==> src/rtl/ctrl_pkg.sv <==
// Shared definitions for the multicycle control unit: state codes, opcode
// classes, ALU operation codes and the bundle of datapath control signals.
package ctrl_pkg;

    typedef enum logic [2:0] {
        ST_FETCH  = 3'd0,
        ST_DECODE = 3'd1,
        ST_EXEC   = 3'd2,
        ST_MEM    = 3'd3,
        ST_WB     = 3'd4,
        ST_HALT   = 3'd5
    } state_e;

    // Opcodes are kept 8 bits wide so any OPCODE_W in 4..8 compares zero-extended.
    localparam logic [7:0] OP_RTYPE  = 8'd0;
    localparam logic [7:0] OP_LOAD   = 8'd1;
    localparam logic [7:0] OP_STORE  = 8'd2;
    localparam logic [7:0] OP_BRANCH = 8'd3;
    localparam logic [7:0] OP_ADDI   = 8'd4;
    localparam logic [7:0] OP_JUMP   = 8'd11;
    localparam logic [7:0] OP_HALT   = 8'd15;

    localparam logic [1:0] ALU_ADD   = 2'd0;
    localparam logic [1:0] ALU_SUB   = 2'd1;
    localparam logic [1:0] ALU_RFUNC = 2'd2;

    typedef struct packed {
        logic       branch;
        logic       jump;
        logic       regdst;
        logic       alusrc;
        logic       regwrite;
        logic       memread;
        logic       memtoreg;
        logic       memwrite;
        logic       irwrite;
        logic       pcwrite;
        logic [1:0] aluop;
    } ctrl_t;

    // True for opcodes that proceed from DECODE into EXEC.
    function automatic logic op_runs(input logic [7:0] op);
        return (op == OP_RTYPE) || (op == OP_LOAD) || (op == OP_STORE) ||
               (op == OP_BRANCH) || (op == OP_ADDI) || (op == OP_JUMP);
    endfunction

endpackage

==> src/rtl/ctrl_decode.sv <==
// Combinational control decode: maps current state, latched opcode and the
// Zero/Memready inputs onto the datapath control bundle.
module ctrl_decode
    import ctrl_pkg::*;
#(
    parameter int OPCODE_W = 4
) (
    input  state_e              i_state,
    input  logic [OPCODE_W-1:0] i_op,
    input  logic                i_zero,
    input  logic                i_memready,
    output ctrl_t               o_ctrl
);

    logic [7:0] w_op;
    assign w_op = 8'(i_op);

    always_comb begin
        o_ctrl = '0;
        case (i_state)
            ST_FETCH: begin
                o_ctrl.memread = 1'b1;
                // Instruction register and PC+4 update only in the completing cycle.
                if (i_memready) begin
                    o_ctrl.irwrite = 1'b1;
                    o_ctrl.pcwrite = 1'b1;
                    o_ctrl.alusrc  = 1'b1;
                    o_ctrl.aluop   = ALU_ADD;
                end
            end
            ST_EXEC: begin
                case (w_op)
                    OP_RTYPE: begin
                        o_ctrl.regdst = 1'b1;
                        o_ctrl.aluop  = ALU_RFUNC;
                    end
                    OP_LOAD, OP_STORE, OP_ADDI: begin
                        o_ctrl.alusrc = 1'b1;
                        o_ctrl.aluop  = ALU_ADD;
                    end
                    OP_BRANCH: begin
                        o_ctrl.branch  = 1'b1;
                        o_ctrl.aluop   = ALU_SUB;
                        o_ctrl.pcwrite = i_zero;
                    end
                    OP_JUMP: begin
                        o_ctrl.jump    = 1'b1;
                        o_ctrl.pcwrite = 1'b1;
                    end
                    default: ;
                endcase
            end
            ST_MEM: begin
                if (w_op == OP_LOAD)  o_ctrl.memread  = 1'b1;
                if (w_op == OP_STORE) o_ctrl.memwrite = 1'b1;
            end
            ST_WB: begin
                o_ctrl.regwrite = 1'b1;
                o_ctrl.memtoreg = (w_op == OP_LOAD);
                o_ctrl.regdst   = (w_op == OP_RTYPE);
            end
            default: ;
        endcase
    end

endmodule

==> src/rtl/multicycle_control_unit.sv <==
// Multicycle CPU control unit: FETCH/DECODE/EXEC/MEM/WB sequencer with HALT,
// illegal-opcode detection and a wrapping retired-instruction counter.
module multicycle_control_unit
    import ctrl_pkg::*;
#(
    parameter int OPCODE_W = 4,
    parameter int ALUOP_W  = 3,
    parameter int CNT_W    = 16
) (
    input  logic                Clk,
    input  logic                Rst,
    input  logic [OPCODE_W-1:0] Opcode,
    input  logic                Zero,
    input  logic                Memready,
    output logic [ALUOP_W-1:0]  ALUop,
    output logic                Branch,
    output logic                Jump,
    output logic                Regdst,
    output logic                ALUsrc,
    output logic                Regwrite,
    output logic                Memread,
    output logic                Memtoreg,
    output logic                Memwrite,
    output logic                IRwrite,
    output logic                PCwrite,
    output logic [2:0]          State,
    output logic                Illegal,
    output logic                Halted,
    output logic [CNT_W-1:0]    Retired
);

    state_e              r_state;
    logic [OPCODE_W-1:0] r_op;
    logic [CNT_W-1:0]    r_retired;
    logic [7:0]          w_opcode;
    logic [7:0]          w_op_ext;
    ctrl_t               w_ctrl;
    ctrl_t               w_ctrl_gated;

    assign w_opcode = 8'(Opcode);
    assign w_op_ext = 8'(r_op);

    always_ff @(posedge Clk or posedge Rst) begin
        if (Rst) begin
            r_state   <= ST_FETCH;
            r_op      <= '0;
            r_retired <= '0;
        end else begin
            case (r_state)
                ST_FETCH: begin
                    if (Memready) r_state <= ST_DECODE;
                end
                ST_DECODE: begin
                    r_op <= Opcode;
                    if (op_runs(w_opcode))       r_state <= ST_EXEC;
                    else if (w_opcode == OP_HALT) r_state <= ST_HALT;
                    else                          r_state <= ST_FETCH;
                end
                ST_EXEC: begin
                    case (w_op_ext)
                        OP_RTYPE, OP_ADDI: r_state <= ST_WB;
                        OP_LOAD, OP_STORE: r_state <= ST_MEM;
                        OP_BRANCH, OP_JUMP: begin
                            r_state   <= ST_FETCH;
                            r_retired <= r_retired + CNT_W'(1);
                        end
                        default: r_state <= ST_FETCH;
                    endcase
                end
                ST_MEM: begin
                    // Stores finish here; loads still need a register write.
                    if (Memready) begin
                        if (w_op_ext == OP_LOAD) begin
                            r_state <= ST_WB;
                        end else begin
                            r_state   <= ST_FETCH;
                            r_retired <= r_retired + CNT_W'(1);
                        end
                    end
                end
                ST_WB: begin
                    r_state   <= ST_FETCH;
                    r_retired <= r_retired + CNT_W'(1);
                end
                ST_HALT: r_state <= ST_HALT;
                default: r_state <= ST_FETCH;
            endcase
        end
    end

    ctrl_decode #(
        .OPCODE_W(OPCODE_W)
    ) u_decode (
        .i_state   (r_state),
        .i_op      (r_op),
        .i_zero    (Zero),
        .i_memready(Memready),
        .o_ctrl    (w_ctrl)
    );

    // Reset forces the state to FETCH, whose decode would otherwise drive Memread.
    assign w_ctrl_gated = Rst ? '0 : w_ctrl;

    assign ALUop    = ALUOP_W'(w_ctrl_gated.aluop);
    assign Branch   = w_ctrl_gated.branch;
    assign Jump     = w_ctrl_gated.jump;
    assign Regdst   = w_ctrl_gated.regdst;
    assign ALUsrc   = w_ctrl_gated.alusrc;
    assign Regwrite = w_ctrl_gated.regwrite;
    assign Memread  = w_ctrl_gated.memread;
    assign Memtoreg = w_ctrl_gated.memtoreg;
    assign Memwrite = w_ctrl_gated.memwrite;
    assign IRwrite  = w_ctrl_gated.irwrite;
    assign PCwrite  = w_ctrl_gated.pcwrite;

    assign State   = r_state;
    assign Retired = r_retired;
    assign Halted  = (r_state == ST_HALT);
    assign Illegal = !Rst && (r_state == ST_DECODE) &&
                     !op_runs(w_opcode) && (w_opcode != OP_HALT);

endmodule
==> config.mk <==
export PLATFORM = sky130hd
export DESIGN_NAME = multicycle_control_unit
export DESIGN_NICKNAME = d
export VERILOG_FILES = /design/src/rtl/ctrl_pkg.sv /design/src/rtl/ctrl_decode.sv /design/src/rtl/multicycle_control_unit.sv
export SDC_FILE = /design/constraint.sdc
export NUM_CORES = 1
export LEC_CHECK = 0
export CAP_MARGIN = 10
export CORE_MARGIN = 5
export CORE_UTILIZATION = 42
export DETAILED_ROUTE_END_ITERATION = 16
export GPL_ROUTABILITY_DRIVEN = 0
export PLACE_DENSITY = 0.73
export SLEW_MARGIN = 25
export SYNTH_ARGS = -nofsm -noshare
export SYNTH_HDL_FRONTEND = slang
export SYNTH_SLANG_ARGS = --single-unit
==> constraint.sdc <==
create_clock -name Clk -period 1.8 [get_ports Clk]
set_clock_uncertainty 0.05 [all_clocks]
set_input_delay 0.36 -clock Clk [delete_from_list [all_inputs] [get_ports Clk]]
set_output_delay 0.36 -clock Clk [all_outputs]
set_load 0.05 [all_outputs]
==> impl_metrics.env <==
export IMPL_synth_area_sq_um=1390
export IMPL_postCtsHoldBufs=0
export IMPL_busiest_layer="met2"
export IMPL_layout_area_seq_sq_um=587
export IMPL_synth_area_top_cells="dfrtp_1, xnor2_1, nand4_1, mux2_2, and3_1"
export IMPL_rsz0062_at_grt="yes"
export IMPL_groute_layer_met1_usage_pct=28.6
export IMPL_ys_seq_elements=23
export IMPL_crit_required_ps=1390
export IMPL_synth_top_area_share_pct=41.4
export IMPL_clockPowerShare_pct=5.7
export IMPL_grt_max_degree=24
export IMPL_syn_nets=149
export IMPL_worst_setup_path_type="reg -> out"
export IMPL_row_count=20
export IMPL_async_flop_share_pct=100
export IMPL_clkTransAtPathRegs_ps=130
export IMPL_maxCapViolCount=0
export IMPL_worstPathMaxFanout=3
export IMPL_die_area_sq_um=4560
export IMPL_cts_sinks=23
export IMPL_p_leak_uw=0.00113
export IMPL_antenna_cells=0
export IMPL_worst_slack_ps=-485
export IMPL_yosys_top_cells_count="dfrtp_1, xnor2_1, nand4_1"
export IMPL_cts_buffers=3
export IMPL_synth_cell_types=42
export IMPL_synth_ff_type="dfrtp_1"
export IMPL_p_sw_uw=1990
export IMPL_postSynthAreaPerCell_sq_um=9.92
export IMPL_post_place_ws_ps=-320
export IMPL_yosysMostFrequentCell="dfrtp_1"
export IMPL_fp_dieH_um=67.5
export IMPL_ios=42
export IMPL_io_buffers=40
export IMPL_cp_start_kind="flop"
export IMPL_nets=234
export IMPL_ant_nets=0
export IMPL_endpoint_kind="output port"
export IMPL_powerDensity_nw_per_um2=1620
export IMPL_drtIter0Drc=142
export IMPL_hold_viol=0
export IMPL_critPathArrivalTime_ps=1880
export IMPL_ys_seq_area_share_pct=41.4
export IMPL_violations="setup timing"
export IMPL_p_int_uw=2310
export IMPL_synth_edf_count=0
export IMPL_synthCells=140
export IMPL_use_met2_pct=37.8
export IMPL_cts_tree="done"
export IMPL_gr_total_overflow=0
export IMPL_core_area_sq_um=3100
export IMPL_fp_dieW_um=67.5
export IMPL_drcViolationCount=0
export IMPL_drt_total_wl_mm=4.69
export IMPL_grt_pass1_wl_mm=7.53
export IMPL_drive_gt1_share_pct=56.7
export IMPL_yosys_warnings=0
export IMPL_place_area_sq_um=2310
export IMPL_nFillCells=174
export IMPL_insertion_delay_ps=310
export IMPL_htree_levels=1
export IMPL_multi_input_area_sq_um=986
export IMPL_fin_tns_setup_ps=-6640
export IMPL_routedWlPerCell_um=17.5
export IMPL_cts_root_buf="clkbuf_4"
export IMPL_num_vias=1468
export IMPL_postLayoutCellArea_sq_um=2650
export IMPL_start_util_pct=44.8
export IMPL_antenna_found_initial=0
export IMPL_synth_area_leader_cell="dfrtp_1"
export IMPL_cts_buffer_depth=2
export IMPL_met3_usage_pct=4.83
export IMPL_power_frac_seq_pct=20.7
export IMPL_grt_pass1_vias=1463
export IMPL_period_minus_slack_ps=2290
export IMPL_worstHoldPathType="reg -> reg"
export IMPL_grt_util_all_layers_pct=22.1
export IMPL_max_freq_mhz=438
export IMPL_netSwitchingFraction_pct=46.3
export IMPL_ir_drop_mv=1.16
export IMPL_finalSetupViolations=30
export IMPL_status="complete, but fails checks"
export IMPL_dr_pass1_iters=4
export IMPL_period_share_pct=127
export IMPL_pwr_share_comb_pct=73.7
export IMPL_drv_slew=0
export IMPL_syn2layout_area_growth_pct=91.0
export IMPL_dp_final_hpwl_mm=2.97
export IMPL_viasPerCell=5.48
## power groups by stage
stage	clock [uW]	sequential, uW	combinational (uW)
CTS	244	877	2920
detailed placement	0	873	2500
global placement	0	855	2450
global route	263	914	3330
floorplan	0	1190	1220
finish	244	889	3170
## timing repair
action / in CTS / in global routing
gates resized for setup: 28 / 13
endpoints found under the setup margin: 25 / 31
pin swaps: 10 / 11
buffers inserted: 14 / 6
## cell usage in the layout, fill, tap and decap left out, types with 2 or more instances in the layout
cell / count
and3_1: 6
nor3_4: 5
nor4_4: 2
a2111oi_4: 2
buf_12: 20
nand3_2: 2
clkdlybuf4s50_1: 6
xnor2_1: 15
nand2b_1: 2
mux2_2: 3
nor2_4: 3
nand4_1: 9
nor2_1: 4
dfrtp_2: 6
clkbuf_4: 3
nand4b_1: 2
nand2_1: 5
and2_1: 2
buf_6: 6
inv_1: 3
nor4b_4: 2
buf_8: 2
a21oi_1: 2
o21ai_0: 4
buf_4: 55
and4_1: 3
nand3_1: 3
xor2_1: 2
dfrtp_1: 16
## worst paths after layout
check	start	end	slack, ps	cells past startpoint
setup / recovery	State[2]	PCwrite	-490	6
min in group asynchronous	Rst	State[1]	580	4
max in group asynchronous	Rst	State[0]	860	4
setup reg to reg	State[2]	Retired[14]	-220	8
hold / removal	Retired[15]	Retired[15]	440	1
hold reg to reg	Retired[15]	Retired[15]	440	1
## routing by layer
metal / part of all wire, % / routed length [um] / up-vias
li1: - / - / 672
met1: 42 / 1980 / 741
met2: 53 / 2470 / 51
met3: 5.0 / 234 / 4
met4: 0.32 / 15 / 0
met5: 0 / 0 / -
## sequential cells by signal, indices dropped and copies added (netlist names)
name,cells
Retired,16
r_op,4
State,3
## cell type report
| type | instances | share of cell area (%) |
|---|---|---|
| Multi-Input combinational cell | 103 | 37.2 |
| Inverter | 4 | 0.708 |
| Clock buffer | 4 | 0.991 |
| Timing Repair Buffer | 90 | 36.9 |
| Tap cell | 44 | 2.08 |
| Sequential cell | 23 | 22.1 |
## worst max-delay path: stages, from the launching register on
cell and delay, ps:
dfrtp_2 430, nand2b_4 160, nor2_4 160, nand3_4 90
o21bai_4 190, a2111oi_4 340, buf_12 180
## cell families (layout without fill, tap and decap cells)
logic type / after synthesis / in the layout / synth area share [%]
other cells: 1 / 1 / 0.270
fa+ha+maj: 1 / 1 / 0.901
mux: 4 / 4 / 3.24
xor+xnor: 18 / 18 / 11.4
compound gates: 19 / 19 / 10.6
buf+inv: 14 / 98 / 5.22
simple gates: 60 / 60 / 26.9
flops: 23 / 23 / 41.4
## metrics by stage
step | hold WS, ps | total power, uW | instances | utilization [%]
2_1_floorplan | 370 | 2410 | 140 | -
3_3_place_gp | 414 | 3300 | 245 | 74.5
3_5_place_dp | 427 | 3370 | 245 | 74.5
4_1_cts | 444 | 4040 | 262 | 82.5
5_1_grt | 460 | 4510 | 268 | 85.5
6_report | 442 | 4300 | 268 | 85.5
Note: power is estimated with default switching activity, not from simulation.
